--- config.mk ---
export PLATFORM = sky130hd
export DESIGN_NAME = tt_um_example_i2s
export DESIGN_NICKNAME = d
export VERILOG_FILES = /design/src/rtl/tt_i2s_pkg.sv /design/src/rtl/i2s_tx_core.sv /design/src/rtl/tt_um_example_i2s.sv
export SDC_FILE = /design/constraint.sdc
export NUM_CORES = 1
export LEC_CHECK = 0
export CAP_MARGIN = 15
export CORE_MARGIN = 2
export CORE_UTILIZATION = 30
export DETAILED_ROUTE_END_ITERATION = 10
export GPL_TIMING_DRIVEN = 0
export PLACE_DENSITY = 0.55
export RECOVER_POWER = 25
export REMOVE_ABC_BUFFERS = 1
export SKIP_LAST_GASP = 1
export SYNTH_ARGS = -nofsm -noshare
export SYNTH_HDL_FRONTEND = slang
export SYNTH_SLANG_ARGS = --single-unit
--- constraint.sdc ---
create_clock -name clk -period 3.7 [get_ports clk]
set_input_delay 0.37 -clock clk [delete_from_list [all_inputs] [get_ports clk]]
set_output_delay 0.37 -clock clk [all_outputs]
set_load 0.03 [all_outputs]
--- src/rtl/tt_i2s_pkg.sv ---
// rtl/tt_i2s_pkg.sv - shared widths, pin indices and slot-bit helper for the I2S transmitter
package tt_i2s_pkg;

  localparam int SAMPLE_BITS = 8;
  localparam int SLOT_BITS   = 16;
  localparam int FRAME_BITS  = 32;

  localparam int UO_BCLK     = 0;
  localparam int UO_WS       = 1;
  localparam int UO_SDATA    = 2;
  localparam int UO_FRAME    = 3;
  localparam int UO_UNDERRUN = 4;

  localparam int UIO_WR  = 0;
  localparam int UIO_CH  = 1;
  localparam int UIO_CLR = 2;

  typedef enum logic {
    CH_LEFT  = 1'b0,
    CH_RIGHT = 1'b1
  } chan_t;

  // Data lags WS by one BCLK, so position 0 still carries the previous slot's zero padding.
  function automatic logic slot_bit(input logic [SAMPLE_BITS-1:0] sample, input logic [3:0] pos);
    logic [2:0] idx;
    idx = 3'(4'd8 - pos);
    if (pos >= 4'd1 && pos <= 4'd8) return sample[idx];
    else return 1'b0;
  endfunction

endpackage

--- src/rtl/i2s_tx_core.sv ---
// rtl/i2s_tx_core.sv - BCLK divider, frame bit counter, active sample registers and serializer
module i2s_tx_core
  import tt_i2s_pkg::*;
#(
  parameter int CLK_DIV = 2
) (
  input  logic                   clk,
  input  logic                   rst,
  input  logic                   ena,
  input  logic [SAMPLE_BITS-1:0] stage_l,
  input  logic [SAMPLE_BITS-1:0] stage_r,
  output logic                   bclk,
  output logic                   ws,
  output logic                   sdata,
  output logic                   frame_start,
  output logic                   frame_tick
);

  localparam int DIV_W = (CLK_DIV > 1) ? $clog2(CLK_DIV) : 1;
  localparam int CNT_W = $clog2(FRAME_BITS);
  localparam int POS_W = $clog2(SLOT_BITS);

  logic [DIV_W-1:0]       div;
  logic [CNT_W-1:0]       bitcnt;
  logic [CNT_W-1:0]       bitcnt_nxt;
  logic [SAMPLE_BITS-1:0] act_l;
  logic [SAMPLE_BITS-1:0] act_r;
  logic                   term;
  logic                   fall;

  assign term       = (div == DIV_W'(CLK_DIV - 1));
  assign fall       = ena && term && bclk;
  assign bitcnt_nxt = bitcnt + 1'b1;
  assign frame_tick = fall && (bitcnt_nxt == '0);

  always_ff @(posedge clk) begin
    if (rst) begin
      div         <= '0;
      bitcnt      <= '0;
      bclk        <= 1'b0;
      ws          <= 1'b0;
      sdata       <= 1'b0;
      frame_start <= 1'b0;
      act_l       <= '0;
      act_r       <= '0;
    end else if (ena) begin
      div         <= term ? '0 : div + 1'b1;
      frame_start <= frame_tick;
      if (term) bclk <= ~bclk;
      // WS and SDATA move only with BCLK falling so the DAC samples stable data on the rise.
      if (fall) begin
        bitcnt <= bitcnt_nxt;
        ws     <= bitcnt_nxt[CNT_W-1];
        sdata  <= slot_bit(bitcnt_nxt[CNT_W-1] ? act_r : act_l, bitcnt_nxt[POS_W-1:0]);
      end
      if (frame_tick) begin
        act_l <= stage_l;
        act_r <= stage_r;
      end
    end
  end

endmodule

--- src/rtl/tt_um_example_i2s.sv ---
// rtl/tt_um_example_i2s.sv - TinyTapeout I2S top; define UNDERRUN_FLAG_EN for the sticky underrun flag
module tt_um_example_i2s
  import tt_i2s_pkg::*;
#(
  parameter int CLK_DIV = 2
) (
  input  logic [7:0] ui_in,
  output logic [7:0] uo_out,
  input  logic [7:0] uio_in,
  output logic [7:0] uio_out,
  output logic [7:0] uio_oe,
  input  logic       ena,
  input  logic       clk,
  input  logic       rst_n
);

  logic                   wr_prev;
  logic                   wr;
  chan_t                  ch;
  logic [SAMPLE_BITS-1:0] stage_l;
  logic [SAMPLE_BITS-1:0] stage_r;
  logic                   bclk;
  logic                   ws;
  logic                   sdata;
  logic                   frame_start;
  logic                   frame_tick;
  logic                   underrun;
  logic                   unused_pins;

  assign ch = chan_t'(uio_in[UIO_CH]);
  assign wr = uio_in[UIO_WR] && !wr_prev;

  // rst_n is active-high here; the pad-ring name is kept for the wrapper.
  always_ff @(posedge clk) begin
    if (rst_n) begin
      wr_prev <= 1'b0;
      stage_l <= '0;
      stage_r <= '0;
    end else if (ena) begin
      wr_prev <= uio_in[UIO_WR];
      if (wr) begin
        if (ch == CH_RIGHT) stage_r <= ui_in;
        else                stage_l <= ui_in;
      end
    end
  end

`ifdef UNDERRUN_FLAG_EN
  logic seen_l;
  logic seen_r;

  // A write landing on the frame-start edge counts toward the following frame.
  always_ff @(posedge clk) begin
    if (rst_n) begin
      seen_l   <= 1'b0;
      seen_r   <= 1'b0;
      underrun <= 1'b0;
    end else if (ena) begin
      if (frame_tick) begin
        seen_l <= wr && (ch == CH_LEFT);
        seen_r <= wr && (ch == CH_RIGHT);
      end else begin
        if (wr && ch == CH_LEFT)  seen_l <= 1'b1;
        if (wr && ch == CH_RIGHT) seen_r <= 1'b1;
      end
      if (uio_in[UIO_CLR])                       underrun <= 1'b0;
      else if (frame_tick && !(seen_l && seen_r)) underrun <= 1'b1;
    end
  end

  assign unused_pins = &{1'b0, uio_in[7:3]};
`else
  assign underrun    = 1'b0;
  assign unused_pins = &{1'b0, uio_in[7:3], uio_in[UIO_CLR], frame_tick};
`endif

  i2s_tx_core #(
    .CLK_DIV(CLK_DIV)
  ) u_core (
    .clk        (clk),
    .rst        (rst_n),
    .ena        (ena),
    .stage_l    (stage_l),
    .stage_r    (stage_r),
    .bclk       (bclk),
    .ws         (ws),
    .sdata      (sdata),
    .frame_start(frame_start),
    .frame_tick (frame_tick)
  );

  always_comb begin
    uo_out              = '0;
    uo_out[UO_BCLK]     = bclk;
    uo_out[UO_WS]       = ws;
    uo_out[UO_SDATA]    = sdata;
    uo_out[UO_FRAME]    = frame_start;
    uo_out[UO_UNDERRUN] = underrun;
  end

  assign uio_out = '0;
  assign uio_oe  = '0;

endmodule

==> results.yml <==
status:
  outcome: "completed"
hold_path:
  min_to: "stage_r[0]"
  min_path_type: "register to register"
  hold_start: "stage_r[0]"
  hold_depth: 2
critical_path:
  crit_fanout: 11
  reg2reg_slack_ps: 1450
  crit_start: "ena"
  end_kind: "register"
  critical_path_class: "input pin to register"
  required_ps: 3850
  start_kind: "input pin"
  arrival_ps: 2480
  r2r_start: "u_core.bitcnt[4]"
  rr_endpoint: "u_core.act_l[6]"
  r2r_cells: 5
drt:
  vias: 1441
  drt-vias-per-instance: 4.503
  finalWirelength_um: 3751
  drc_errors: 0
  drt_iter0_drc: 97
  drt-wirelength-per-cell_um: 11.72
  ant_nets: 0
  dr.pass1.iters: 4
clocking:
  cts_buffers: 5
  ctsHoldBuffers: 0
  tritoncts: "done"
  clk_pin_slew_ps: 70
  cts_resized: 0
  clockBufferDepth: 2
  clock_tree.root_cell: "clkbuf_8"
  clkLatencyLatePin_ps: 290
  post-cts-setup-buffers: 0
  cts_max_level: 2
  cts_num_sinks: 42
flow_run:
  maxCapViolCount: 0
floorplan:
  core_area_um2: 6681
  pin_count: 43
  die_w_um: 86.50
  rows: 30
  dieHeight_um: 86.50
  initial_core_util: 0.3056
  dieArea_um2: 7482
final_layout:
  fin_nets: 260
  syn2layout_area_growth_pct: 8.579
  final_common_cell: "nand2_1"
  final_cell_mix: "nand2_1, dfxtp_1, nor2_1"
  n_fill_cell: 691
  diodes: 0
  fin_util: 0.3318
  final_area_um2: 2217
  layout-drive-gt1-share: 0.07083
timing:
  slew_headroom: 0.2954
  fin_skew_ps: 7.596
  fin_crit_sh: 0.6300
  setup_viol: 0
  hold_violations: 0
  max_freq_ghz: 0.4290
  slew_viol_final: 0
  timing.setup.tns_ps: 0
  finalCriticalPeriod_ps: 2331
  tightest_slew_ps: 1049
  hold_slack_ps: 460.3
  rsz0062_at_grt: "false"
synthesis:
  synthCells: 232
  ys_warn_count: 0
  ys_ff_latch: 42
  synth_top_cell_area_share: 0.4118
  synthesis.area_um2: 2042
  synth_cell_type_count: 43
  yosys-top-cells-area: "dfxtp_1, buf_4, mux2i_1, nand2_1, a21oi_1"
  yosysSeqAreaShare: 0.4118
  syn_avg_cell_area_um2: 8.802
  yosysTopAreaCell: "dfxtp_1"
global_route:
  overflow: 0
  grt_pass1_vias: 1342
  grt_pass1_wl_um: 6348
  antenna_found_initial: 0
  track_usage: 0.1085
  grt_max_degree: 44
pwr:
  power.leakage_nw: 0.7739
  pwr_density_cell_nw_per_um2: 401.7
  vdd_drop_max_uv: 273.8
  finalPower_mw: 0.8907
placed_design:
  gp_congestion: 0.7324
  placed_cell_area_um2: 2128
  hpwl_um: 2524
  io_buffers: 16
## cell usage after synthesis (all sizes together)
library cell / number
inv: 4
or3b: 1
a31oi: 1
nand3: 2
o31ai: 2
o21a: 1
xor2: 2
ha: 2
o211ai: 1
a221oi: 1
mux4: 2
dfxtp: 42
mux2: 3
a21boi: 1
and2: 1
nand3b: 1
clkbuf: 6
a211oi: 1
conb: 1
buf: 30
nor4: 2
xnor2: 4
o311a: 1
mux2i: 17
nand2: 44
or3: 3
a2111oi: 1
o211a: 1
a21oi: 22
nor3b: 2
nor2: 25
and3: 1
nor3: 1
o21ai: 2
nand2b: 1
## registers in the layout, indices dropped and copies added, names as in the netlist
name                flops
u_core.bitcnt           5
stage_r                 8
u_core.act_r            8
wr_prev                 1
u_core.div              1
u_core.bclk             1
u_core.frame_start      1
u_core.sdata            1
stage_l                 8
u_core.act_l            8
## power by group
part / total [mW] / internal [mW] / leakage, nW / switching (mW)
clock network: 0.352 / 0.202 / 0.0524 / 0.150
registers: 0.466 / 0.460 / 0.340 / 0.00586
logic: 0.0732 / 0.0204 / 0.382 / 0.0528
total: 0.891 / 0.682 / 0.774 / 0.208
## final cells by class
class	instances	area, um2	area share
multi-input cells	169	984.7	0.4441
flip-flops and latches	42	840.8	0.3792
repair buffers	17	170.2	0.07675
well taps	80	100.1	0.04515
clock buffers	7	76.32	0.03442
clock inverters	1	30.03	0.01354
inverters	4	15.01	0.006772
## worst max path at each step
stage | end
global route | u_core.act_l[2]
CTS | u_core.act_r[0]
floorplan | u_core.act_l[0]
global placement | u_core.act_l[7]
detailed placement | u_core.act_r[0]
finish | u_core.act_l[6]
## kinds of logic after synthesis
group | share of synthesized area
xor gates and xnor gates | 0.02574
buffers and inverters | 0.1366
AOI/OAI and AO/OA | 0.1023
DFF | 0.4118
and+or+nand+nor | 0.1875
muxes | 0.1219
adders and majority gates | 0.01225
other | 0.001836
## routing by layer
layer | vias up | track usage | wire length (um)
met5 | - | 0 | 0
met4 | 0 | 0.03835 | 35
met3 | 4 | 0.02667 | 149
met2 | 32 | 0.1741 | 1716
met1 | 659 | 0.1423 | 1850
li1 | 746 | - | -
## worst max-delay path, stage by stage
cell,delay [ps]
dlygate4sd3_1,650
nand3_1,290
nor4_4,670
buf_8,250
mux2i_1,190
nor2_1,50
## stage by stage
stage          std cells  setup slack [ps]
6_report             320              1369
5_1_grt              320              1137
4_1_cts              320              1390
3_5_place_dp         312              1234
3_3_place_gp         311             21.27
2_1_floorplan        215             888.2
No activity file was read; power rests on OpenSTA's default activity.
